--- src/rtl/dcache_pkg.sv ---
// Shared definitions for the direct-mapped, write-through data cache response block.
package dcache_pkg;

  localparam int DEF_INDEX_W = 6;

  localparam logic [1:0] RW_NONE  = 2'b00;
  localparam logic [1:0] RW_READ  = 2'b01;
  localparam logic [1:0] RW_WRITE = 2'b10;

  typedef enum logic [1:0] {
    IDLE,
    LOOKUP,
    MISS_RD,
    WR_THRU
  } state_t;

endpackage

--- src/rtl/dcache_array.sv ---
// Tag/data storage with a registered read port and one write port, plus valid bits
// that can all be cleared in a single cycle.
module dcache_array
  import dcache_pkg::*;
#(
  parameter int INDEX_W = DEF_INDEX_W,
  parameter int TAG_W   = 30 - INDEX_W
) (
  input  logic               clk,
  input  logic               rst,
  input  logic               rd_en,
  input  logic [INDEX_W-1:0] rd_idx,
  output logic               rd_valid,
  output logic [TAG_W-1:0]   rd_tag,
  output logic [31:0]        rd_data,
  input  logic               we,
  input  logic [INDEX_W-1:0] wr_idx,
  input  logic [TAG_W-1:0]   wr_tag,
  input  logic [31:0]        wr_data,
  input  logic               clr_all
);

  localparam int LINES = 1 << INDEX_W;

  logic [TAG_W-1:0] tag_mem  [LINES];
  logic [31:0]      data_mem [LINES];
  logic [LINES-1:0] valid;

  // NOTE: tag/data storage is deliberately left out of reset so it maps onto plain RAM;
  // the valid bits are the only state that must come up known.
  always_ff @(posedge clk) begin
    if (we) begin
      tag_mem[wr_idx]  <= wr_tag;
      data_mem[wr_idx] <= wr_data;
    end
    if (rd_en) begin
      rd_tag  <= tag_mem[rd_idx];
      rd_data <= data_mem[rd_idx];
    end
  end

  always_ff @(posedge clk or posedge rst) begin
    if (rst) begin
      valid    <= '0;
      rd_valid <= 1'b0;
    end else begin
      if (clr_all)  valid         <= '0;
      else if (we)  valid[wr_idx] <= 1'b1;
      if (rd_en)    rd_valid      <= valid[rd_idx];
    end
  end

endmodule

--- src/rtl/dcache_resp.sv ---
// Direct-mapped, write-through, no-write-allocate data cache: one word per line,
// single outstanding request, memory side held until mem_ack.
module dcache_resp
  import dcache_pkg::*;
#(
  parameter int INDEX_W = DEF_INDEX_W
) (
  input  logic        clk,
  input  logic        rst,
  input  logic [31:0] p_addr,
  input  logic        p_addr_valid,
  input  logic [1:0]  cache_rw,
  input  logic [31:0] cache_write,
  output logic        cache_ready,
  output logic [31:0] cache_read,
  input  logic        flush,
  output logic        mem_req,
  output logic        mem_we,
  output logic [31:0] mem_addr,
  output logic [31:0] mem_wdata,
  input  logic        mem_ack,
  input  logic [31:0] mem_rdata
);

  localparam int TAG_W = 30 - INDEX_W;

  state_t      state, state_nx;
  logic [29:0] waddr_q;
  logic        is_wr_q;
  logic [31:0] wdata_q;
  logic        hit_q;
  logic        flush_pend;

  logic               rd_valid;
  logic [TAG_W-1:0]   rd_tag;
  logic [31:0]        rd_data;
  logic               arr_we;
  logic [31:0]        arr_wdata;
  logic               hit;
  logic               req_ok;
  logic               flush_now;
  logic               accept;
  logic               unused_addr_bits;

  assign unused_addr_bits = ^p_addr[1:0];

  assign req_ok    = p_addr_valid && (cache_rw == RW_READ || cache_rw == RW_WRITE);
  // A flush (new or deferred) owns the IDLE cycle, so a request waits one more cycle.
  assign flush_now = (state == IDLE) && (flush || flush_pend);
  assign accept    = (state == IDLE) && !flush_now && req_ok;
  assign hit       = rd_valid && (rd_tag == waddr_q[29:INDEX_W]);

  dcache_array #(
    .INDEX_W (INDEX_W),
    .TAG_W   (TAG_W)
  ) u_array (
    .clk      (clk),
    .rst      (rst),
    .rd_en    (accept),
    .rd_idx   (p_addr[INDEX_W+1:2]),
    .rd_valid (rd_valid),
    .rd_tag   (rd_tag),
    .rd_data  (rd_data),
    .we       (arr_we),
    .wr_idx   (waddr_q[INDEX_W-1:0]),
    .wr_tag   (waddr_q[29:INDEX_W]),
    .wr_data  (arr_wdata),
    .clr_all  (flush_now)
  );

  // NOTE: every output of this block gets a default first, so no path leaves one
  // unassigned and no latch is inferred.
  always_comb begin
    state_nx    = state;
    cache_ready = 1'b0;
    cache_read  = '0;
    mem_req     = 1'b0;
    mem_we      = 1'b0;
    mem_addr    = '0;
    mem_wdata   = '0;
    arr_we      = 1'b0;
    arr_wdata   = mem_rdata;
    case (state)
      IDLE: if (accept) state_nx = LOOKUP;
      LOOKUP: begin
        if (is_wr_q) begin
          state_nx = WR_THRU;
        end else if (hit) begin
          cache_ready = 1'b1;
          cache_read  = rd_data;
          state_nx    = IDLE;
        end else begin
          state_nx = MISS_RD;
        end
      end
      MISS_RD: begin
        mem_req  = 1'b1;
        mem_addr = {waddr_q, 2'b00};
        if (mem_ack) begin
          arr_we      = 1'b1;
          cache_ready = 1'b1;
          cache_read  = mem_rdata;
          state_nx    = IDLE;
        end
      end
      WR_THRU: begin
        mem_req   = 1'b1;
        mem_we    = 1'b1;
        mem_addr  = {waddr_q, 2'b00};
        mem_wdata = wdata_q;
        if (mem_ack) begin
          arr_we      = hit_q;
          arr_wdata   = wdata_q;
          cache_ready = 1'b1;
          state_nx    = IDLE;
        end
      end
      default: state_nx = IDLE;
    endcase
  end

  // NOTE: sequential state uses non-blocking assignments so every flop samples
  // pre-edge values regardless of statement order.
  always_ff @(posedge clk or posedge rst) begin
    if (rst) begin
      state      <= IDLE;
      waddr_q    <= '0;
      is_wr_q    <= 1'b0;
      wdata_q    <= '0;
      hit_q      <= 1'b0;
      flush_pend <= 1'b0;
    end else begin
      state <= state_nx;
      if (accept) begin
        waddr_q <= p_addr[31:2];
        is_wr_q <= (cache_rw == RW_WRITE);
        wdata_q <= cache_write;
      end
      if (state == LOOKUP) hit_q <= hit;
      if (flush_now)                    flush_pend <= 1'b0;
      else if (flush && state != IDLE)  flush_pend <= 1'b1;
    end
  end

endmodule
--- config.mk ---
export PLATFORM = sky130hd
export DESIGN_NAME = dcache_resp
export DESIGN_NICKNAME = d
export VERILOG_FILES = /design/src/rtl/dcache_pkg.sv /design/src/rtl/dcache_array.sv /design/src/rtl/dcache_resp.sv
export SDC_FILE = /design/constraint.sdc
export NUM_CORES = 2
export LEC_CHECK = 0
export BUFFER_PORTS_ARGS = -buffer_cell sky130_fd_sc_hd__buf_2
export CORE_MARGIN = 2
export CORE_UTILIZATION = 47
export CTS_BUF_LIST = sky130_fd_sc_hd__clkbuf_8 sky130_fd_sc_hd__clkbuf_16
export CTS_CLUSTER_DIAMETER = 200
export DETAILED_ROUTE_END_ITERATION = 6
export HOLD_SLACK_MARGIN = 0.02
export PLACE_DENSITY = 0.72
export SLEW_MARGIN = 5
export SYNTH_ARGS = -nofsm -noshare
export SYNTH_HDL_FRONTEND = slang
export SYNTH_SLANG_ARGS = --single-unit
--- constraint.sdc ---
create_clock -name clk -period 5.4 [get_ports clk]
set_input_delay 0.54 -clock clk [delete_from_list [all_inputs] [get_ports clk]]
set_output_delay 0.54 -clock clk [all_outputs]
set_load 0.02 [all_outputs]
-- After elaboration in Yosys (flattened, before gate mapping)
Memory sizes are Yosys's and may differ from the RTL's. A register that Yosys moved wholly into a read port is not among the register bits.
Cells that the tools add are included.
- bits of input ports: 103
- word-level logic and storage cells: 69
- output and inout bits: 99
- bits in registers: 132
- memories: 2
- memory bits (writable): 3584
- reduce and logical (&&, ||, !) cells: 16
- muxes and demuxes: 31
- bitwise logic cells: 1
- equal/unequal tests: 8
- order comparisons: 3
- memory list (memory ; words ; width ; read ports ; clocked after memory_dff ; wr ports ; RTL line ; text):
    u_array.data_mem ; 64 ; 32 ; 1 ; 1 ; 1 ; dcache_array.sv:26 ; logic [31:0] data_mem [LINES];
    u_array.tag_mem ; 64 ; 24 ; 1 ; 1 ; 1 ; dcache_array.sv:25 ; logic [TAG_W-1:0] tag_mem [LINES];
- operators with widths (operator ; count):
    32-bit 2-to-1 mux ; 7
    64-bit 2-to-1 mux ; 2
    64-bit OR ; 1
    32-bit case mux with 2 select lines ; 1
    24-bit == test ; 1
    6-bit by 7-bit < comparator with 1-bit output, second input constant ; 2
    1-bit 2-to-1 mux ; 12
    2-bit 2-to-1 mux ; 4
    1-bit logical AND ; 7
    1-bit binary-select mux with 6-bit select ; 1
    1-bit demux with 6-bit select ; 1
    2-bit == test, second input constant ; 3
    6-bit by 1-bit >= comparator with 1-bit output, second input constant ; 1
    2-bit case mux with 3 select lines ; 1
    2-bit nonzero test ; 3
    2-bit by 1-bit == test with 1-bit output, second input constant ; 2
    1-bit case mux with 2 select lines ; 2
    2-bit zero test ; 1
    1-bit logical OR ; 2
    2-bit by 1-bit inequality test with 1-bit output, second input constant ; 1
    2-bit inequality test, second input constant ; 1
    2-bit AND reduction ; 1
    2-bit OR reduction ; 1
    1-bit zero test ; 1

-- Depth between registers and ports, before layout
- depth after elaboration: 7
- gate-level depth with buffers: 12
- mapped depth without buffers: 7

-- Hierarchy
From an unflattened synthesis, not the netlist that was laid out.
- cells, all modules: 5961
- area, all modules: 144273.4 um^2
- modules (own cells, without submodules) (module ; times used ; sequential area each (um^2) ; cells each ; area each (um^2)):
    dcache_array ; 1 ; 110931.4 ; 5599 ; 140144.4
    dcache_resp ; 1 ; 1676.6 ; 362 ; 4129.0

-- Worst setup path after synthesis
Ideal clock, no wire load.
- path type: reg-to-reg
- start: register state[0]
- end: memory u_array.data_mem[48][0], enable pin
- path slack: 1.023 ns
- arrival: 3.905 ns
- clock period less this slack: 4.377 ns
- stages on the path, launching flop included: 6
- path buffers: 0
- cell sequence: dfrtp_1 > ha_1 > a21oi_1 > nor3b_1 > nand3_1 > nor2_1
- longest elaborated chain between the ends: 4
- elaborated cells on any way between the ends: 5
- ends and longest elaborated chain (what ; RTL line ; text):
    start: declaration ; dcache_resp.sv:27 ; state_t state, state_nx;
    start signal: assignment ; dcache_resp.sv:133 ; state <= state_nx;
    2-bit == test ; dcache_resp.sv:83 ; case (state)
    1-bit case mux with 2 select lines * ; dcache_resp.sv:83 ;
    1-bit 2-to-1 mux * ; dcache_array.sv:32 ; if (we) begin
    1-bit 2-to-1 mux (implied by the code) * ; dcache_array.sv:34 ; data_mem[wr_idx] <= wr_data;
    end: declaration ; dcache_array.sv:26 ;
Mark *: on every way between the ends. The rest lies on a longest branch, timed or not.

-- Worst setup path after layout
- start: register waddr_q[25]
- end: output cache_read[23]
- longest elaborated chain between the ends: 5
- ends and longest elaborated chain (what ; RTL line ; text):
    start: declaration ; dcache_resp.sv:28 ; logic [29:0] waddr_q;
    start signal: assignment ; dcache_resp.sv:135 ; waddr_q <= p_addr[31:2];
    24-bit == test ; dcache_resp.sv:51 ; assign hit = rd_valid && (rd_tag == waddr_q[29:INDEX_W]);
    1-bit logical AND ; dcache_resp.sv:51 ;
    32-bit 2-to-1 mux ; dcache_resp.sv:88 ; end else if (hit) begin
    32-bit 2-to-1 mux ; dcache_resp.sv:86 ; if (is_wr_q) begin
    32-bit case mux with 2 select lines ; dcache_resp.sv:83 ;
    end: declaration ; dcache_resp.sv:15 ; output logic [31:0] cache_read,
No other way between the ends.

==> flow_metrics.env <==
export IMPL_status="finished clean"
export IMPL_dp_slack_ns=1.29
export IMPL_tightest_slew_ns=1.29
export IMPL_cts_setup_buffers=0
export IMPL_ys_flop_type="edfxtp_1"
export IMPL_die_w_um=557
export IMPL_synth_area_mux_share_pct=17.2
export IMPL_critPathCaptureType="primary output"
export IMPL_drc=0
export IMPL_ys_types=51
export IMPL_p_switching_uw=15700
export IMPL_antenna_found_initial=11
export IMPL_grt_pass1_wl_um=545000
export IMPL_rsz0062_at_grt="no"
export IMPL_drt_iter0_markers=10900
export IMPL_antenna_left=0
export IMPL_rrSetupSlack_ns=1.19
export IMPL_crit_type="flip-flop to primary output"
export IMPL_place_area_mm2=0.152
export IMPL_start_util_pct=47.1
export IMPL_ioPinCount=202
export IMPL_worstHoldStart="cache_rw[0]"
export IMPL_r2r_start="state[0]"
export IMPL_n_fill_cell=22100
export IMPL_synthAdderAreaFrac_pct=0.0435
export IMPL_pwr_share_clk_pct=37.7
export IMPL_synth_compound_area_share_pct=1.89
export IMPL_timing_rr_end="u_array.data_mem[15][28]"
export IMPL_dieHeight_um=557
export IMPL_crit_path_start_kind="flip-flop"
export IMPL_power_internal_uw=50200
export IMPL_cts_buffers=357
export IMPL_io_buffers=197
export IMPL_clkSinkCount=3772
export IMPL_synthCells=6067
export IMPL_first_pass_iters=6
export IMPL_setup_viol=0
export IMPL_maxSlewViolCount=0
export IMPL_clk_path_buf_depth=4
export IMPL_synth_xor_xnor_area_share_pct=0.128
export IMPL_period_share_pct=95.8
export IMPL_grt_usage_pct=25.1
export IMPL_synth_top_family_by_area="multiplexers"
export IMPL_fin_util_pct=53.7
export IMPL_nets=6712
export IMPL_cts_tree="yes"
export IMPL_grt_max_degree=101
export IMPL_ys_async_sr_fraction_pct=3.50
export IMPL_seq_area_frac_synth_pct=78.3
export IMPL_synth_edf_count=3640
export IMPL_pwr_share_seq_pct=53.1
export IMPL_p_comb_share_pct=9.2
export IMPL_register_area_mm2=0.113
export IMPL_clock_latency_ns=0.91
export IMPL_multiInputGateArea_mm2=0.0302
export IMPL_holdWs_ns=0.0813
export IMPL_dpl_hpwl_um=202000
export IMPL_synth_top_area_cell="edfxtp_1"
export IMPL_synthSimpleGateAreaFrac_pct=1.39
export IMPL_syn_area_mm2=0.144
export IMPL_avgSynthCellArea_um2=23.7
export IMPL_ff2ff_path_depth=7
export IMPL_yosys_warnings=0
export IMPL_grt_pass1_vias=70800
export IMPL_path_clk_slew_ns=0.07
export IMPL_fin_crit_ns=5.17
export IMPL_min_to="is_wr_q"
export IMPL_p_per_area_mw_per_mm2=402
export IMPL_ys_seq_elements=3772
export IMPL_synth_area_leaders="edfxtp_1, mux4_2, dfrtp_1"
export IMPL_tns_ns=0
export IMPL_sw_frac_of_total_pct=23.8
export IMPL_critPathArrivalTime_ns=4.63
export IMPL_overflow=0
export IMPL_whs_path_depth=5
export IMPL_rows=203
export IMPL_final_layout_size_suffix_gt1_share_pct=31.4
export IMPL_syn2layout_area_growth_pct=14.0
export IMPL_routabilityCongestion=0.829
export IMPL_setup_ws_ns=0.228
export IMPL_h_tree_depth=5
export IMPL_yosysTopAreaCellShare_pct=76.0
export IMPL_fp_coreArea_mm2=0.305
export IMPL_max_freq_mhz=193
export IMPL_via_count=71200
export IMPL_cp_max_fo=65
export IMPL_vias_per_cell=6.47
export IMPL_die_area_mm2=0.311
export IMPL_ir_drop_uv=307
export IMPL_hold_viol_final=0
export IMPL_cp_data_required_time_ns=4.86
export IMPL_hold_path_class="primary input to flip-flop"
export IMPL_p_leak_uw=0.0526
export IMPL_finalInstanceArea_mm2=0.164
export IMPL_finalClockSkew_ns=0.0466
export IMPL_wire_per_inst_um=35.7
export IMPL_maxCapViolCount=0
export IMPL_routed_wl_um=392000
export IMPL_clockRootBuffer="clkbuf_16"
export IMPL_slew_limit_headroom_pct=13.8
## flip-flops by register name, indices dropped and copies added, names as in the netlist
register and cells:
is_wr_q 1, wdata_q 32, u_array.data_mem 2048, u_array.rd_data 32
waddr_q 30, u_array.rd_tag 24, flush_pend 1, u_array.rd_valid 1
u_array.valid 64, u_array.tag_mem 1536, state 2, hit_q 1
## critical path, stage by stage, from the launching register on
cell and delay [ns]:
dfrtp_1 0.32, buf_4 0.48, inv_1 0.18, a222oi_1 0.29
or4b_1 0.50, nor4_1 0.37, and3_2 1.05, a22o_1 0.28
buf_2 0.18
## area by class of cell
type	count	area share (%)
antenna	4	0.00610
inverter	10	0.0290
sequential	3772	68.7
multi-input combinational	1949	18.4
clock inverter	274	1.44
timing repair buffer	514	2.67
clock buffer	377	5.64
tap	4100	3.13
## stage by stage
step           total power, uW  instances
2_1_floorplan            39000       6068
3_3_place_gp             41200      10300
3_5_place_dp             41500      10300
4_1_cts                  66000      11000
5_1_grt                  67600      11000
6_report                 65900      11000
## synthesized netlist by cell type (all sizes together) (8+ instances only)
master  number
edfxtp    3640
mux4      1069
nand2      245
buf        196
clkbuf     141
a22oi      137
dfrtp      132
nor2        83
a22o        64
and2        64
o21a        64
a221oi      41
mux2        35
mux2i       21
xor2        19
nor2b       15
nand3       11
inv         10
a32o         9
o21ai        8
## power by group through the flow
stage,clock (uW),combinational (uW),sequential (uW)
final,24900,6070,35000
after global routing,26100,6470,35000
after CTS,25100,6020,35000
after detailed placement,0,5970,35600
after global placement,0,5680,35500
after floorplan,0,2840,36200
## per-layer routing
metal / global-route usage (%) / part of all wire, % / vias up
met5: 0 / 0.016 / -
met2: 41.6 / 50 / 4999
met3: 4.62 / 11 / 867
met1: 32.4 / 35 / 38200
met4: 11.4 / 5.0 / 10
li1: - / - / 27100
## placed cells by master, fill, tap and decap left out, types with 56 or more instances in the layout
master and n:
nand2_1 244, a22oi_1 137, edfxtp_1 3640, buf_4 195, nor2_4 66, clkinv_1 66
buf_2 193, buf_12 67, dfrtp_1 123, inv_1 85, clkbuf_16 361, clkinv_2 58
a22o_1 64, o21a_1 64, and2_1 63, dlygate4sd3_1 56, mux4_2 1069
## timing repair
item,4_1_cts,5_1_grt
hold buffers,56,0
gates resized for setup,0,0
hold endpoints to repair,128,0
## how the worst max path moves through the flow
stage | startpoint | to
after detailed placement | state[0] | u_array.data_mem[15][11]
after floorplan | state[0] | u_array.data_mem[48][0]
after CTS | waddr_q[25] | cache_read[9]
final | waddr_q[25] | cache_read[23]
after global routing | waddr_q[25] | cache_read[23]
after global placement | state[0] | u_array.data_mem[15][22]
## logic make-up (layout without fill, tap and decap cells)
| group | count (synthesis) | count (layout) |
|---|---|---|
| xor gates and xnor gates | 21 | 21 |
| buffers and inverters | 347 | 1175 |
| muxes | 1125 | 1125 |
| other | 1 | 6 |
| AOI/OAI and AO/OA | 346 | 346 |
| and+or+nand+nor | 450 | 450 |
| adders and majority gates | 5 | 5 |
| DFF | 3772 | 3772 |
Note: power is estimated with default switching activity, not from simulation.
